$ cat src/rtl/regfile_sched_pkg.sv
// regfile_sched_pkg: shared constants and state type for the register file write scheduler
package regfile_sched_pkg;
    localparam int NUM_REGS = 32;
    localparam int ADR_W = 5;
    localparam int DATA_W = 32;
    localparam logic [ADR_W-1:0] CLEAR_LAST = ADR_W'(NUM_REGS - 1);
    typedef enum logic {INIT = 1'b0, RUN = 1'b1} state_e;
endpackage

$ cat src/rtl/rr_arb2.sv
// rr_arb2: two-requester round-robin arbiter, the requester not served last wins contention
module rr_arb2 (
    input  logic       clk,
    input  logic       rst_n,
    input  logic [1:0] req,
    input  logic       accept,
    output logic [1:0] grant
);
    logic last_b_q;
    // Grant a lone requester outright; on contention favour the side not served last
    always_comb grant = {req[1] & (~req[0] | ~last_b_q), req[0] & (~req[1] | last_b_q)};
    // Track which side was served; starting at B lets A win the first contention
    always_ff @(posedge clk or negedge rst_n)
        if (!rst_n) last_b_q <= 1'b1;
        else if (accept) last_b_q <= grant[1];
endmodule

$ cat src/rtl/regfile_wr_sched.sv
// regfile_wr_sched: clears r1..r31 after reset, then arbitrates the single register file write port
module regfile_wr_sched
    import regfile_sched_pkg::*;
#(
    parameter bit INIT_CLEAR = 1'b1,
    parameter int CNT_W = 16
) (
    input  logic              Clk,
    input  logic              Reset,
    input  logic              A_Valid,
    input  logic [ADR_W-1:0]  A_Adr,
    input  logic [DATA_W-1:0] A_Data,
    output logic              A_Ready,
    input  logic              B_Valid,
    input  logic [ADR_W-1:0]  B_Adr,
    input  logic [DATA_W-1:0] B_Data,
    output logic              B_Ready,
    output logic [ADR_W-1:0]  Awr,
    output logic [DATA_W-1:0] Din,
    output logic              WrEn,
    output logic              InitDone,
    output logic [CNT_W-1:0]  WrCount
);
    state_e state_q, state_d;
    logic [ADR_W-1:0] cnt_q, cnt_d, awr_q, awr_d, sel_adr;
    logic [DATA_W-1:0] din_q, din_d, sel_data;
    logic wr_en_q, wr_en_d, done_q, init, xfer;
    logic [CNT_W-1:0] wr_count_q, wr_count_d;
    logic [1:0] req, grant;

    rr_arb2 u_arb (
        .clk    (Clk),
        .rst_n  (Reset),
        .req    (req),
        .accept (xfer),
        .grant  (grant)
    );

    // Next-state: clear sweep in INIT, winner's write (r0 filtered) in RUN; Reset gates Ready
    always_comb begin
        init = state_q == INIT;
        req = {B_Valid, A_Valid} & {2{Reset & (state_q == RUN)}};
        xfer = |grant;
        sel_adr = grant[1] ? B_Adr : A_Adr;
        sel_data = grant[1] ? B_Data : A_Data;
        state_d = (init && cnt_q == CLEAR_LAST) ? RUN : state_q;
        cnt_d = init ? cnt_q + ADR_W'(1) : cnt_q;
        wr_en_d = init | (xfer & |sel_adr);
        awr_d = init ? cnt_q : xfer ? sel_adr : awr_q;
        din_d = init ? '0 : xfer ? sel_data : din_q;
        wr_count_d = (wr_en_q & done_q & ~&wr_count_q) ? wr_count_q + CNT_W'(1) : wr_count_q;
    end

    // State, write register stage and counters; done_q lags RUN so the last clear write is not counted
    always_ff @(posedge Clk or negedge Reset)
        if (!Reset) begin
            state_q <= INIT_CLEAR ? INIT : RUN;
            cnt_q <= ADR_W'(1);
            wr_en_q <= 1'b0;
            awr_q <= '0;
            din_q <= '0;
            done_q <= 1'b0;
            wr_count_q <= '0;
        end else begin
            state_q <= state_d;
            cnt_q <= cnt_d;
            wr_en_q <= wr_en_d;
            awr_q <= awr_d;
            din_q <= din_d;
            done_q <= done_q | (state_q == RUN);
            wr_count_q <= wr_count_d;
        end

    assign A_Ready = grant[0];
    assign B_Ready = grant[1];
    assign Awr = awr_q;
    assign Din = din_q;
    assign WrEn = wr_en_q;
    assign InitDone = done_q;
    assign WrCount = wr_count_q;
endmodule

$ cat config.mk
export PLATFORM = sky130hd
export DESIGN_NAME = regfile_wr_sched
export DESIGN_NICKNAME = d
export VERILOG_FILES = /design/src/rtl/regfile_sched_pkg.sv /design/src/rtl/rr_arb2.sv /design/src/rtl/regfile_wr_sched.sv
export SDC_FILE = /design/constraint.sdc
export NUM_CORES = 1
export LEC_CHECK = 0
export ABC_AREA = 1
export CORE_ASPECT_RATIO = 0.7
export CORE_MARGIN = 1.5
export CORE_UTILIZATION = 45
export DETAILED_ROUTE_END_ITERATION = 7
export PLACE_DENSITY = 0.93
export SLEW_MARGIN = 0
export SYNTH_ARGS = -nofsm -noshare
export SYNTH_HDL_FRONTEND = slang
export SYNTH_SLANG_ARGS = --single-unit
export TNS_END_PERCENT = 1
$ cat constraint.sdc
create_clock -name Clk -period 2.77 [get_ports Clk]
set_input_delay 0.554 -clock Clk [delete_from_list [all_inputs] [get_ports Clk]]
set_output_delay 0.554 -clock Clk [all_outputs]
set_load 0.01 [all_outputs]
==> results of run 1 <==
-- placed cells by master (no fill, tap or decap), types with 2 or more instances in the layout --
master	Yosys	routed
clkdlybuf4s50_1	0	133
nand2_1	118	118
dfrtp_1	60	60
o21ai_1	53	53
nor2_1	51	49
o21ai_0	19	19
inv_1	17	17
nand3_1	12	12
xnor2_1	9	9
clkbuf_8	0	9
buf_4	5	9
xor2_1	5	5
nor2_2	1	3
a21oi_1	3	3
inv_2	3	3
nor3_1	3	3
ha_1	3	3
clkinvlp_4	0	3
or2_2	2	2
nand3_2	2	2
nand4_1	2	2
a22oi_1	2	2
clkinv_2	0	2
dfstp_2	2	2
-- registers in the layout (all words and copies together), names as in the netlist --
register and flops:
Awr 5, Din 32, InitDone 1, WrCount 16, WrEn 1, cnt_q 5
state_q 1, u_arb.last_b_q 1
-- worst max-delay path, cell delays in order --
cell	delay, ns
clkdlybuf4s50_1	0.51
nand3_1	0.12
nor2_2	0.14
clkdlybuf4s50_1	0.58
-- how the worst max path moves through the flow --
stage | from | end | slack, ns | cells after the start
2_1_floorplan | A_Valid | B_Ready | 1.07 | 5
3_3_place_gp | B_Valid | B_Ready | 0.32 | 4
3_5_place_dp | B_Valid | B_Ready | 0.30 | 4
4_1_cts | B_Valid | B_Ready | 0.31 | 4
5_1_grt | B_Valid | B_Ready | 0.22 | 4
6_report | B_Valid | B_Ready | 0.31 | 4
-- power by group --
group / leakage [nW] / switching, mW / internal [mW]
clock network: 0.0883 / 0.353 / 0.412
logic: 1.20 / 0.303 / 0.384
registers: 0.773 / 0.0854 / 1.02
-- logic make-up after synthesis --
| kind of cell | Yosys count | share of synthesized area |
|---|---|---|
| fa+ha+maj | 3 | 0.0121 |
| flops | 62 | 0.500 |
| buf+inv | 39 | 0.0684 |
| simple gates | 194 | 0.255 |
| compound gates | 77 | 0.125 |
| xor+xnor | 14 | 0.0394 |
-- synth_stat cells (all sizes together) --
cell / number / area [µm²]
nand4: 2 / 12.5
nor2: 53 / 209
a21oi: 3 / 15.0
nand3: 14 / 80.1
or2: 2 / 12.5
inv: 20 / 75.1
buf: 18 / 134
xnor2: 9 / 78.8
dfstp: 2 / 52.6
xor2: 5 / 43.8
o21ai: 72 / 360
ha: 3 / 37.5
a22oi: 2 / 15.0
nor3: 4 / 25.0
dfrtp: 60 / 1500
nand2: 119 / 454
clkbuf: 1 / 3.75
-- per-layer routing --
metal  share of wire  wire length, µm  up-vias
met5               0                0        -
met3           0.076              693       12
met1            0.41             3730     1460
met4           0.012              108        0
li1                -                -     1520
met2            0.50             4540      132
-- metrics by stage --
step / std cells / utilization / setup slack (ns) / power, mW / instance area [µm²]
6_report: 623 / 0.697 / 0.311 / 2.55 / 4690
5_1_grt: 623 / 0.697 / 0.218 / 2.68 / 4690
4_1_cts: 623 / 0.697 / 0.306 / 2.58 / 4690
3_5_place_dp: 607 / 0.669 / 0.302 / 1.81 / 4500
3_3_place_gp: 607 / 0.669 / 0.319 / 1.78 / 4500
2_1_floorplan: 389 / - / 1.07 / 1.39 / 3110
-- layout make-up --
cell class	instances	share of cell area
clock buffer	10	0.0272
clock inverter	6	0.0133
inverter	20	0.0160
multi-input combinational	288	0.288
sequential	62	0.331
tap	94	0.0251
timing repair buffer	143	0.299
==> results.txt, run 1 <==
----------------------------------------------------
[Finish]
  Share of post-route cells with drive strength above 1 ... 0.0756
  Number of antenna cells inserted ... 0
  Register Area ... around 1600 µm²
  Area of the multi-input gates ... around 1300 µm²
  Area added between synthesis and finish ... 50.8%
  FILL cells ... between 500 and 600
  Final layout net count ... ~610

[Worst setup path]
  Data required, critical path ... between 2 and 2.5 ns
  Worst r2r path cells ... 6
  Critical Path End Type ... primary output
  Classification of the worst setup path ... in -> out
  Worst setup slack for register-to-register paths ... roughly 1 ns
  R2R Path Start ... state_q$_DFFE_PN0P_
  Worst flop-to-flop path endpoint ... Din[22]$_DFFE_PN0P_
  Type of origin of the critical path ... input pin
  Data arrival time of the critical path ... 1.91 ns
  Worst-path maximum fanout ... 3

[Drt]
  Antenna-violating nets left ... 0
  Number of design rule violations left after detail routing ... 0
  DR iter-0 viols ... ~260
  Total routed wirelength ... slightly above 9 mm
  Ratio of routed vias to standard cells ... between 5 and 6
  Overall via count from detail_route ... around 3100
  Number of detailed-routing iterations run before antenna repair ... 4
  Avg WL per Cell ... roughly 15 µm

[Yosys]
  Number of storage elements in the synthesis netlist ... between 60 and 70
  Sequential-to-total area share from yosys stat ... 0.500
  Post-synth net total ... 470
  Post-synth design cell area ... between 3000 and 4000 µm²
  Yosys warnings ... 0
  Synth unique cells ... 26
  Number of instances in the synthesized netlist ... approximately 400
  Post-Syn Area per Cell ... roughly 8 µm²

[STA]
  Maximum clock rate ... between 400 and 500 MHz
  Setup repair after global routing missed its margin ... false
  Hold Fails Final Rpt ... 0
  Final worst hold slack ... 0.211 ns
  Remaining max-slew budget at the tightest pin ... 0.587
  Setup Viol. Count Final ... 0
  Slew at the pin with the worst max-slew slack ... 0.620 ns
  Final max-slew violation count ... 0
  Sum Neg Setup Slack ... 0 ns
  Final critical-path required period ... between 2 and 2.5 ns
  Fin Clk Skew ... approximately 0.0073 ns
  Final worst-path cycle share ... 0.888

[Clocking]
  Clock tree from TritonCTS ... yes
  Post-cts hold buffer count ... 0
  Clk Latency, worst-skew pair ... roughly 0.33 ns
  CTS sink count ... 62
  Number of setup buffers added after CTS ... 0
  TritonCTS buffer count ... 9
  CTS-repair resized insts ... 0
  Clock transition at the registers of the reported paths ... about 0.070 ns
  Buffer depth of the longest clock path ... 2
  # H-tree levels ... 3
  Clock tree root driver cell ... clkbuf_8

[Flow run]
  Maxcap violations ... 0

[Place]
  GPL Wtd Cong ... between 0.9 and 1
  Input/output buffers ... approximately 130
  HPWL reported at the end of detailed placement ... 6.75 mm

[Power]
  IR Drop Worst-Case VDD ... 268 µV
  Leakage component of the power ... approximately 2 nW
  Pwr per Cell Area ... 545 nW/µm²

[Floorplan]
  Starting Density ... 0.463
  Area of the core ... roughly 6700 µm²
  Number of rows in the core area ... 25
  Die Footprint ... 7430 µm²
  Die boundary height ... slightly above 70 µm
  I/O pins ... 135
  Die width ... slightly above 100 µm

[Min path]
  Worst min-delay path category ... in -> async

[Global route]
  Global-route track usage on met1 ... 0.297
  Maximum number of pins on one net before global-route repair ... 51
  Met3 usage in global routing ... 0.0617
  Busiest metal layer after global routing ... met2
  Vias in the first global route ... about 3100
  Aggregate global routing overflow ... 0
  Global-route wire length before repair ... 14.4 mm
  GRT Total Usage ... 0.251
  Initial antenna violation count ... 0
  Met2 Track Usage GR ... 0.452

[Status]
  Result of the run ... completed

----------------------------------------------------
(Power assumes the default switching activity.)
==> run 2, diff against run 1 <==
- CORE_ASPECT_RATIO: 0.7 -> 0.6
==> run 2 against run 1 <==
Total power is 12% higher; setup slack worse by 0.070 ns; sequential share of layout area is 0.57 points lower.
==> results.txt, run 2 (synthesis gave the netlist of run 1 again) <==
----------------------------------------------------
[Drt]
  Overall via count from detail_route ... 3090 (-1.1%)
  Antenna-violating nets left ... 0 (unchanged)
  Ratio of routed vias to standard cells ... 5.04 (+0.53%)
  Number of design rule violations left after detail routing ... 0 (unchanged)
  DR iter-0 viols ... 277 (+8.6%)
  Total routed wirelength ... 8.91 mm (-1.8%)
  Uppermost signal routing layer after detailed routing ... met4
  Metal2 WL ... 4.13 mm (-9.1%)
  Avg WL per Cell ... 14.5 µm (-0.20%)
  Total met3 wirelength after detailed routing ... 804 µm (+16%)
  Length of routed wiring on met1 ... 3.87 mm (+3.8%)
  Number of detailed-routing iterations run before antenna repair ... 4 (unchanged)

[Clocking]
  Clock tree from TritonCTS ... yes
  CTS-repair resized insts ... 0 (unchanged)
  CTS sink count ... 62 (unchanged)
  Post-cts hold buffer count ... 0 (unchanged)
  TritonCTS buffer count ... 9 (unchanged)
  Clock transition at the registers of the reported paths ... 0.05 ns (-0.02 ns)
  Clk Latency, worst-skew pair ... 0.32 ns (about the same)
  Number of setup buffers added after CTS ... 0 (unchanged)
  Buffer depth of the longest clock path ... 2 (unchanged)
  Clock tree root driver cell ... clkbuf_16
  # H-tree levels ... 3 (unchanged)

[Global route]
  GRT Total Usage ... 0.252 (+0.000970)
  Aggregate global routing overflow ... 0 (unchanged)
  Maximum number of pins on one net before global-route repair ... 56 (+9.8%)
  Initial antenna violation count ... 0 (unchanged)
  Vias in the first global route ... 2936 (-6.7%)
  Global-route wire length before repair ... 14.1 mm (-2.1%)

[STA]
  Hold Fails Final Rpt ... 0 (unchanged)
  Final critical-path required period ... 2.53 ns (+0.0705 ns)
  Maximum clock rate ... 395 MHz (-2.8%)
  Remaining max-slew budget at the tightest pin ... 0.549 (-0.0379)
  Final worst-path cycle share ... 0.913 (+0.0254)
  Setup Viol. Count Final ... 0 (unchanged)
  Sum Neg Setup Slack ... 0 ns (unchanged)
  Setup repair after global routing missed its margin ... false
  Slew at the pin with the worst max-slew slack ... 0.676 ns (+0.0568 ns)
  Fin Clk Skew ... 0.00525 ns (-0.00205 ns)
  Final max-slew violation count ... 0 (unchanged)

[Worst setup path]
  Worst path cell trace ... clkdlybuf4s50_1 > nand3_1 > nor2_2 > clkdlybuf4s50_1
  Cell type of the slowest stage on the worst timing path ... clkdlybuf4s50_1
  Worst setup slack for register-to-register paths ... 0.94 ns (-0.09 ns)
  Most Frequent Cell on Critical Path ... clkdlybuf4s50_1
  Critical Path End Type ... primary output
  Longest individual stage delay on the worst path ... 0.58 ns (about the same)
  R2R Path Start ... state_q$_DFFE_PN0P_
  Data required, critical path ... 2.22 ns (about the same)
  Worst-path maximum fanout ... 3 (unchanged)
  Classification of the worst setup path ... in -> out
  Type of origin of the critical path ... input pin
  Worst r2r path cells ... 9 (+3)
  Data arrival time of the critical path ... 1.98 ns (+0.07 ns)
  Worst flop-to-flop path endpoint ... WrEn$_DFF_PN0_

[Finish]
  Area added between synthesis and finish ... 53.4%
  Commonest non-fill, non-tap cells in the layout ... clkdlybuf4s50_1 (133), nand2_1 (118), dfrtp_1 (60), o21ai_1 (53), nor2_1 (49)
  Final layout net count ... 602 (-0.50%)
  Share of post-route cells with drive strength above 1 ... 0.0703 (-0.00527)
  Number of flip-flops under the largest register name ... 32 (unchanged)
  Most common cell after layout, fill and taps aside ... clkdlybuf4s50_1
  Number of antenna cells inserted ... 0 (unchanged)

[Power]
  Flop pwr share ... 0.387 (-0.045)
  Pwr per Cell Area ... 602 nW/µm² (+10%)
  Switching fraction of total power ... 0.271 (-0.0192)
  Leakage component of the power ... 2.09 nW (+1.8%)
  Net switching power of the design ... 778 µW (+5.0%)
  Internal Dissipation ... 2.09 mW (+15%)
  Combinational share of power ... 0.237 (-0.032)
  Total power draw ... 2.87 mW (+12%)
  IR Drop Worst-Case VDD ... 350 µV (+31%)
  Clock group share of total power ... 0.376 (+0.077)

[Min path]
  Worst min-delay path category ... in -> async

[Place]
  Input/output buffers ... 134 (unchanged)
  HPWL reported at the end of detailed placement ... 6.54 mm (-3.1%)
  GPL Wtd Cong ... 0.843 (-10%)

[Floorplan]
  Die width ... 110 µm (+7.8%)
  Number of rows in the core area ... 23 (-8.0%)
  Die Footprint ... 7440 µm² (+0.11%)
  Die boundary height ... 67.4 µm (-7.1%)
  I/O pins ... 135 (unchanged)
  Starting Density ... 0.466 (+0.00338)
  Area of the core ... 6680 µm² (-0.73%)

[Status]
  Result of the run ... completed

[Flow run]
  Maxcap violations ... 0 (unchanged)

----------------------------------------------------
-- run 2: cell types whose count changed in the layout (fill, tap and decap cells not counted), sizes merged --
cell / previous run / this run
buf: 10 / 7
-- run 2: critical path: cells and delay by family --
| family | cells | cell delay [ns] |
|---|---|---|
| buffers and inverters | 2 | 1.08 |
| and+or+nand+nor | 2 | 0.34 |
-- run 2: layout make-up --
class | instances | area, µm²
sequential | 62 | 1550
inverter | 20 | 75.1
fill | 517 | 1900
clock inverter | 6 | 62.6
timing repair buffer | 140 | 1390
multi-input combinational | 288 | 1350
tap | 87 | 109
clock buffer | 10 | 229
-- run 2: routing by layer --
layer	global-route usage	vias to the layer above
li1	-	1511
met1	0.314	1438
met2	0.428	132
met3	0.0734	9
met4	0.0785	0
met5	0	-
-- run 2: power by group through the flow --
stage               clock, mW  combinational [mW]  sequential, mW
floorplan                   0               0.231            1.16
global placement            0               0.666            1.12
detailed placement          0               0.684            1.12
CTS                      1.10               0.687            1.11
global route             1.14               0.741            1.13
finish                   1.08               0.681            1.11
-- run 2: stage by stage --
step           cell area [µm²]  cells  hold slack (ns)  worst slack (ns)   util
2_1_floorplan             3110    389            0.258              1.07      -
3_3_place_gp              4480    597            0.417             0.250  0.671
3_5_place_dp              4480    597            0.426             0.220  0.671
4_1_cts                   4770    613           0.0770             0.219  0.715
5_1_grt                   4770    613           0.0897             0.186  0.715
6_report                  4770    613           0.0844             0.240  0.715
-- run 2: worst max path at each step --
stage             from  endpoint  slack, ns
2_1_floorplan  A_Valid   B_Ready       1.07
3_3_place_gp   B_Valid   B_Ready       0.25
3_5_place_dp   B_Valid   B_Ready       0.22
4_1_cts        B_Valid   B_Ready       0.22
5_1_grt        B_Valid   B_Ready       0.19
6_report       B_Valid   B_Ready       0.24
==> run 3, diff against run 2 <==
- CELL_PAD_IN_SITES_DETAIL_PLACEMENT: unset -> 2
- CELL_PAD_IN_SITES_GLOBAL_PLACEMENT: unset -> 2
- CORE_UTILIZATION: 45 -> 25
- PLACE_DENSITY: 0.93 -> 0.94
==> run 3 against run 2 <==
Register-to-register slack got worse by 0.19 ns; cell count grew 13%; first-iteration DRC count is 71% lower.
==> results.txt, run 3 (synthesis gave the netlist of run 1 again) <==
----------------------------------------------------
[Status]
  Result of the run ... completed

[Min path]
  Worst min-delay path category ... in -> async

[Clocking]
  Clk Latency, worst-skew pair ... 0.33 ns (about the same)
  CTS-repair resized insts ... 0 (unchanged)
  Buffer depth of the longest clock path ... 2 (unchanged)
  TritonCTS buffer count ... 9 (unchanged)
  Clock transition at the registers of the reported paths ... 0.05 ns (about the same)
  Clock tree from TritonCTS ... yes
  Clock tree root driver cell ... clkbuf_16
  Number of setup buffers added after CTS ... 0 (unchanged)
  # H-tree levels ... 3 (unchanged)
  Post-cts hold buffer count ... 0 (unchanged)
  CTS sink count ... 62 (unchanged)

[Drt]
  Number of detailed-routing iterations run before antenna repair ... 4 (unchanged)
  Antenna-violating nets left ... 0 (unchanged)
  Avg WL per Cell ... 18.5 µm (+27%)
  Ratio of routed vias to standard cells ... 4.71 (-6.5%)
  Number of design rule violations left after detail routing ... 0 (unchanged)
  Total routed wirelength ... 12.9 mm (+44%)
  Overall via count from detail_route ... 3271 (+5.9%)
  DR iter-0 viols ... 81 (-71%)

[Floorplan]
  Die boundary height ... 89.4 µm (+33%)
  Die width ... 147 µm (+33%)
  Die Footprint ... 13100 µm² (+77%)
  Area of the core ... 12100 µm² (+81%)
  Number of rows in the core area ... 31 (+35%)
  I/O pins ... 135 (unchanged)
  Starting Density ... 0.257 (-0.209)

[Worst setup path]
  Worst r2r path cells ... 9 (unchanged)
  Classification of the worst setup path ... in -> out
  Data arrival time of the critical path ... 2.01 ns (+0.03 ns)
  R2R Path Start ... state_q$_DFFE_PN0P_
  Worst flop-to-flop path endpoint ... WrEn$_DFF_PN0_
  Cell type of the slowest stage on the worst timing path ... clkdlybuf4s50_1
  Data required, critical path ... 2.22 ns (about the same)
  Longest individual stage delay on the worst path ... 0.57 ns (about the same)
  Worst setup slack for register-to-register paths ... 0.75 ns (-0.19 ns)
  Worst path cell trace ... clkdlybuf4s50_1 > nand3_1 > nor2_4 > clkdlybuf4s50_1
  Worst-path maximum fanout ... 3 (unchanged)
  Most Frequent Cell on Critical Path ... clkdlybuf4s50_1
  Type of origin of the critical path ... input pin
  Critical Path End Type ... primary output

[Global route]
  Aggregate global routing overflow ... 0 (unchanged)
  Global-route track usage on met1 ... 0.241 (-0.0729)
  Maximum number of pins on one net before global-route repair ... 63 (+13%)
  Global-route wire length before repair ... 20.4 mm (+45%)
  Met3 usage in global routing ... 0.0505 (-0.0228)
  Vias in the first global route ... 3768 (+28%)
  GRT Total Usage ... 0.204 (-0.0476)
  Busiest metal layer after global routing ... met2
  Initial antenna violation count ... 1 (+1)
  Met2 Track Usage GR ... 0.378 (-0.0500)

[Power]
  Pwr per Cell Area ... 597 nW/µm² (-0.80%)
  IR Drop Worst-Case VDD ... 307 µV (-12%)
  Total power draw ... 2.91 mW (+1.4%)
  Leakage component of the power ... 2.11 nW (+0.60%)

[Place]
  Minimum setup slack after placement ... 0.226 ns (+0.00544 ns)
  HPWL reported at the end of detailed placement ... 9.85 mm (+51%)
  GPL Wtd Cong ... 0.807 (-4.3%)
  Total placed cells including tap cells ... 677 (+13%)
  Input/output buffers ... 134 (unchanged)

[Finish]
  Final layout net count ... 604 (+0.33%)
  Final cell utilization of the core ... 0.403 (-0.312)
  Area added between synthesis and finish ... 56.8%
  Most common cell after layout, fill and taps aside ... clkdlybuf4s50_1
  Number of flip-flops under the largest register name ... 32 (unchanged)
  Fin cells ... 694 (+13%)
  Share of post-route cells with drive strength above 1 ... 0.0701 (-0.000266)
  Commonest non-fill, non-tap cells in the layout ... clkdlybuf4s50_1 (133), nand2_1 (118), dfrtp_1 (60), o21ai_1 (53), nor2_1 (49)

[STA]
  Sum Neg Setup Slack ... 0 ns (unchanged)
  Final critical-path required period ... 2.56 ns (+0.0325 ns)
  Setup Viol. Count Final ... 0 (unchanged)
  Hold Fails Final Rpt ... 0 (unchanged)
  Maximum clock rate ... 390 MHz (-1.3%)
  Remaining max-slew budget at the tightest pin ... 0.449 (-0.100)
  Final max-slew violation count ... 0 (unchanged)
  Setup repair after global routing missed its margin ... false
  Worst setup margin ... 0.208 ns (-0.0325 ns)
  Slew at the pin with the worst max-slew slack ... 0.827 ns (+0.150 ns)
  Final worst-path cycle share ... 0.925 (+0.0117)
  Fin Clk Skew ... 0.00561 ns (+0.000365 ns)

[Flow run]
  Maxcap violations ... 0 (unchanged)

----------------------------------------------------
[run 3: changes by cell type in the layout (fill, tap and decap cells not counted), sizes merged]
cell	change
clkbuf	+5
buf	+2
clkinvlp	-3
clkinv	-1
bufinv	-1
diode	+1
[run 3: worst max path at each step]
stage               startpoint  endpoint  slack, ns  depth (start not counted)
global placement       B_Valid   B_Ready       0.23                          4
detailed placement     B_Valid   B_Ready       0.23                          4
floorplan              A_Valid   B_Ready       1.07                          5
CTS                    B_Valid   B_Ready       0.23                          4
finish                 B_Valid   B_Ready       0.21                          4
global route           B_Valid   B_Ready       0.17                          4
[run 3: worst max-delay path, delay by kind of cell]
family        cells  cell delay (ns)
buf+inv           2             1.06
simple gates      2             0.38
[run 3: stage by stage]
stage / area, µm² / hold slack [ns]
finish: 4880 / 0.484
global route: 4870 / 0.521
CTS: 4870 / 0.503
detailed placement: 4590 / 0.489
global placement: 4590 / 0.473
floorplan: 3110 / 0.258
[run 3: where the power goes]
part | total (mW) | switching (mW) | internal, mW
clock | 1.07 | 0.388 | 0.678
combinational | 0.722 | 0.338 | 0.384
sequential | 1.12 | 0.103 | 1.02
[run 3: cell type report]
type                            count  area [µm²]
Inverter                           20        75.1
Clock inverter                      1        5.00
Sequential cell                    62        1550
Multi-Input combinational cell    288        1360
Tap cell                          165         206
Timing Repair Buffer              142        1400
Clock buffer                       15         278
Antenna cell                        1        2.50
Fill cell                        1379        7230
[run 3: layer usage]
metal,up-vias,wire length [µm]
li1,1519,-
met4,0,145
met2,82,6480
met3,13,592
met1,1657,5640
met5,-,0
==> patch, RTL diff (flow settings as in run 3) <==
Put one more register stage on the output `WrCount`, without a reset. The value now appears one clock later. The other outputs are not delayed to match.
--- a/src/rtl/regfile_wr_sched.sv
+++ b/src/rtl/regfile_wr_sched.sv
@@ -77,6 +77,8 @@
     assign Din = din_q;
     assign WrEn = wr_en_q;
     assign InitDone = done_q;
-    assign WrCount = wr_count_q;
+    always_ff @(posedge Clk) begin
+        WrCount <= wr_count_q;
+    end
 endmodule
 
Check against the original RTL: no difference found for any inputs over 10 cycles, from zero or initial values and one cycle with Reset low; that may be too few to reach the edited logic, so the function may still have changed.
==> patch against run 3 <==
Wire length increased by 1.0%. Maximum frequency up 3.5%. Sequential cell count is 16 higher. Critical path depth stayed put. Final area rose by 8.2%. Setup slack better by 0.088 ns. Area after synthesis is 11% higher. Clock skew is 0.0052 ns higher. Hold slack got worse by 0.47 ns. Power is 16% higher.
==> patch: results (changes against run 3) <==
outcome:
  status: "completed"
timing:
  worst_slew_pin_slew_ns: 0.824  # -0.00288 ns
  hold_violations: 0  # unchanged
  finClkSkew_ns: 0.0108  # +0.00516 ns
placement:
  dp_worst_setup_slack_ns: 0.293  # +0.0673 ns
  place_congestion: 0.792  # -1.9%
  detailed_place_hpwl_um: 9720  # -1.3%
  port_buffers: 134  # unchanged
cells_and_area:
  antenna_cells: 0  # -1
  fill_cells: 1505  # +9.1%
  largest_reg_flops: 32  # unchanged
  nets: 628  # +4.0%
  layout-drive-gt1-share_pct: 8.15  # +1.1 points
synthesis:
  synth_area_leaders: "dfrtp_1 (43%), nand2_1 (13%), dfxtp_1 (9.3%), o21ai_0 (8.3%), nor2_1 (5.8%)"
  synth_nets: 494  # +5.1%
  synth-compound-area-share_pct: 11.8  # -0.75 points
  synth_xor_area_share_pct: 2.79  # -1.2 points
  synth.distinct_cells: 29  # +12%
  ys_seq_area_share_pct: 54.2  # +4.3 points
  ys_warn_count: 0  # unchanged
  synth_adder_area_share_pct: 1.09  # -0.12 points
  synth_async_sr_flop_share_pct: 79.5  # -21 points
  synth_mux_area_share_pct: 0  # unchanged
  ys_top_cells_by_count: "nand2_1 (119), dfrtp_1 (60), o21ai_0 (57), nor2_1 (53), inv_1 (19)"
clock_network:
  cts_buffers: 9  # unchanged
  clkLatencyLatePin_ns: 0.34
  cts_setup_buffers: 0  # unchanged
  path_clk_slew_ns: 0.07  # +0.02 ns
  htreeDepth: 3  # unchanged
  cts-root-buf: "clkbuf_16"
  cts_resized: 0  # unchanged
  cts_buffer_depth: 2  # unchanged
min_path:
  hp-class: "primary input to asynchronous set/reset pin"
worst_setup_path:
  cp.required_ns: 2.22  # about the same
  cp_max_fo: 2  # -1
flow_run:
  drv_cap: 0  # unchanged
power:
  netSwitchingFraction_pct: 28.3  # -0.17 points
  vdd_ir_drop_max_v: 0.000306  # -0.37%
  combPwrFrac_pct: 21.1  # -3.7 points
  switchingPower_uw: 955  # +15%
  pg_clk_uw: 1270  # +19%
  p_leak_uw: 0.00228  # +8.4%
global_routing:
  grt-busiest-layer: "met2"
  grt_util_met2_pct: 32.8  # -5.0 points
  track_usage_pct: 18.8  # -1.7 points
  grt_pass1_vias: 3838  # +1.9%
  grt_pass1_wl_um: 20900  # +2.3%
  grt_util_met1_pct: 22.6  # -1.5 points
  grt_max_degree: 61  # -3.2%
  antenna_found_initial: 0  # -1
  globalRouteMet3Util_pct: 5.40  # +0.35 points
drt:
  first_iter_violations: 117  # +44%
  dr.pass1.iters: 4  # unchanged
  post_drt_wl_per_cell_um: 17.9  # -3.6%
  antenna_left: 0  # unchanged
  vias_per_cell: 4.64  # -1.5%
-- patch: cell count changes after synthesis, moves of 4 or more --
cell	run 3	this run
o21ai_1	53	15
buf_6	5	1
o21ai_0	19	57
buf_4	5	9
dfxtp_1	0	16
-- patch: per-stage QoR --
step	std cells	instance area (µm²)	util, %	hold WS, ns
after floorplan	413	3460	-	0.258
after global placement	711	4960	36.5	0.372
after detailed placement	711	4960	36.5	0.373
after CTS	727	5280	38.8	0.00184
after global routing	727	5280	38.8	0.00115
final	727	5280	38.8	0.0170
-- patch: cell families after synthesis --
logic type               after synthesis
AO/OA/AOI/OAI                         79
adder cells (fa/ha/maj)                3
XOR/XNOR                              11
AND/OR/NAND/NOR                      200
flip-flops                            78
buffers and inverters                 42
-- patch: worst paths after layout --
path / slack [ns] / cells after the start / endpoint / from
max: 0.30 / 4 / A_Ready / A_Valid
min: 0.02 / 1 / Din[17] / Reset
max reg2reg: 0.97 / 9 / WrEn / state_q
min reg2reg: 0.40 / 0 / WrCount[14] / wr_count_q[14]
max in group asynchronous: 1.73 / 2 / WrEn / Reset
min in group Clk: 0.40 / 0 / WrCount[14] / wr_count_q[14]
-- patch: per-layer routing --
metal  vias to the layer above  routed length, µm
li1                       1584                  -
met1                      1681               5790
met2                        88               6290
met3                        22                637
met4                         0                262
met5                         -                  0
-- patch: final cells by class --
type | count | area share (%)
clock buffers | 11 | 4.79
clock inverters | 5 | 1.23
inverters | 23 | 1.68
multi-input cells | 293 | 26.2
flip-flops and latches | 78 | 35.5
well taps | 175 | 4.15
repair buffers | 142 | 26.5
-- patch: worst max-delay path, stage by stage --
cell             delay (ns)
clkdlybuf4s50_1        0.51
nand3_1                0.13
a21oi_1                0.16
clkdlybuf4s50_1        0.57
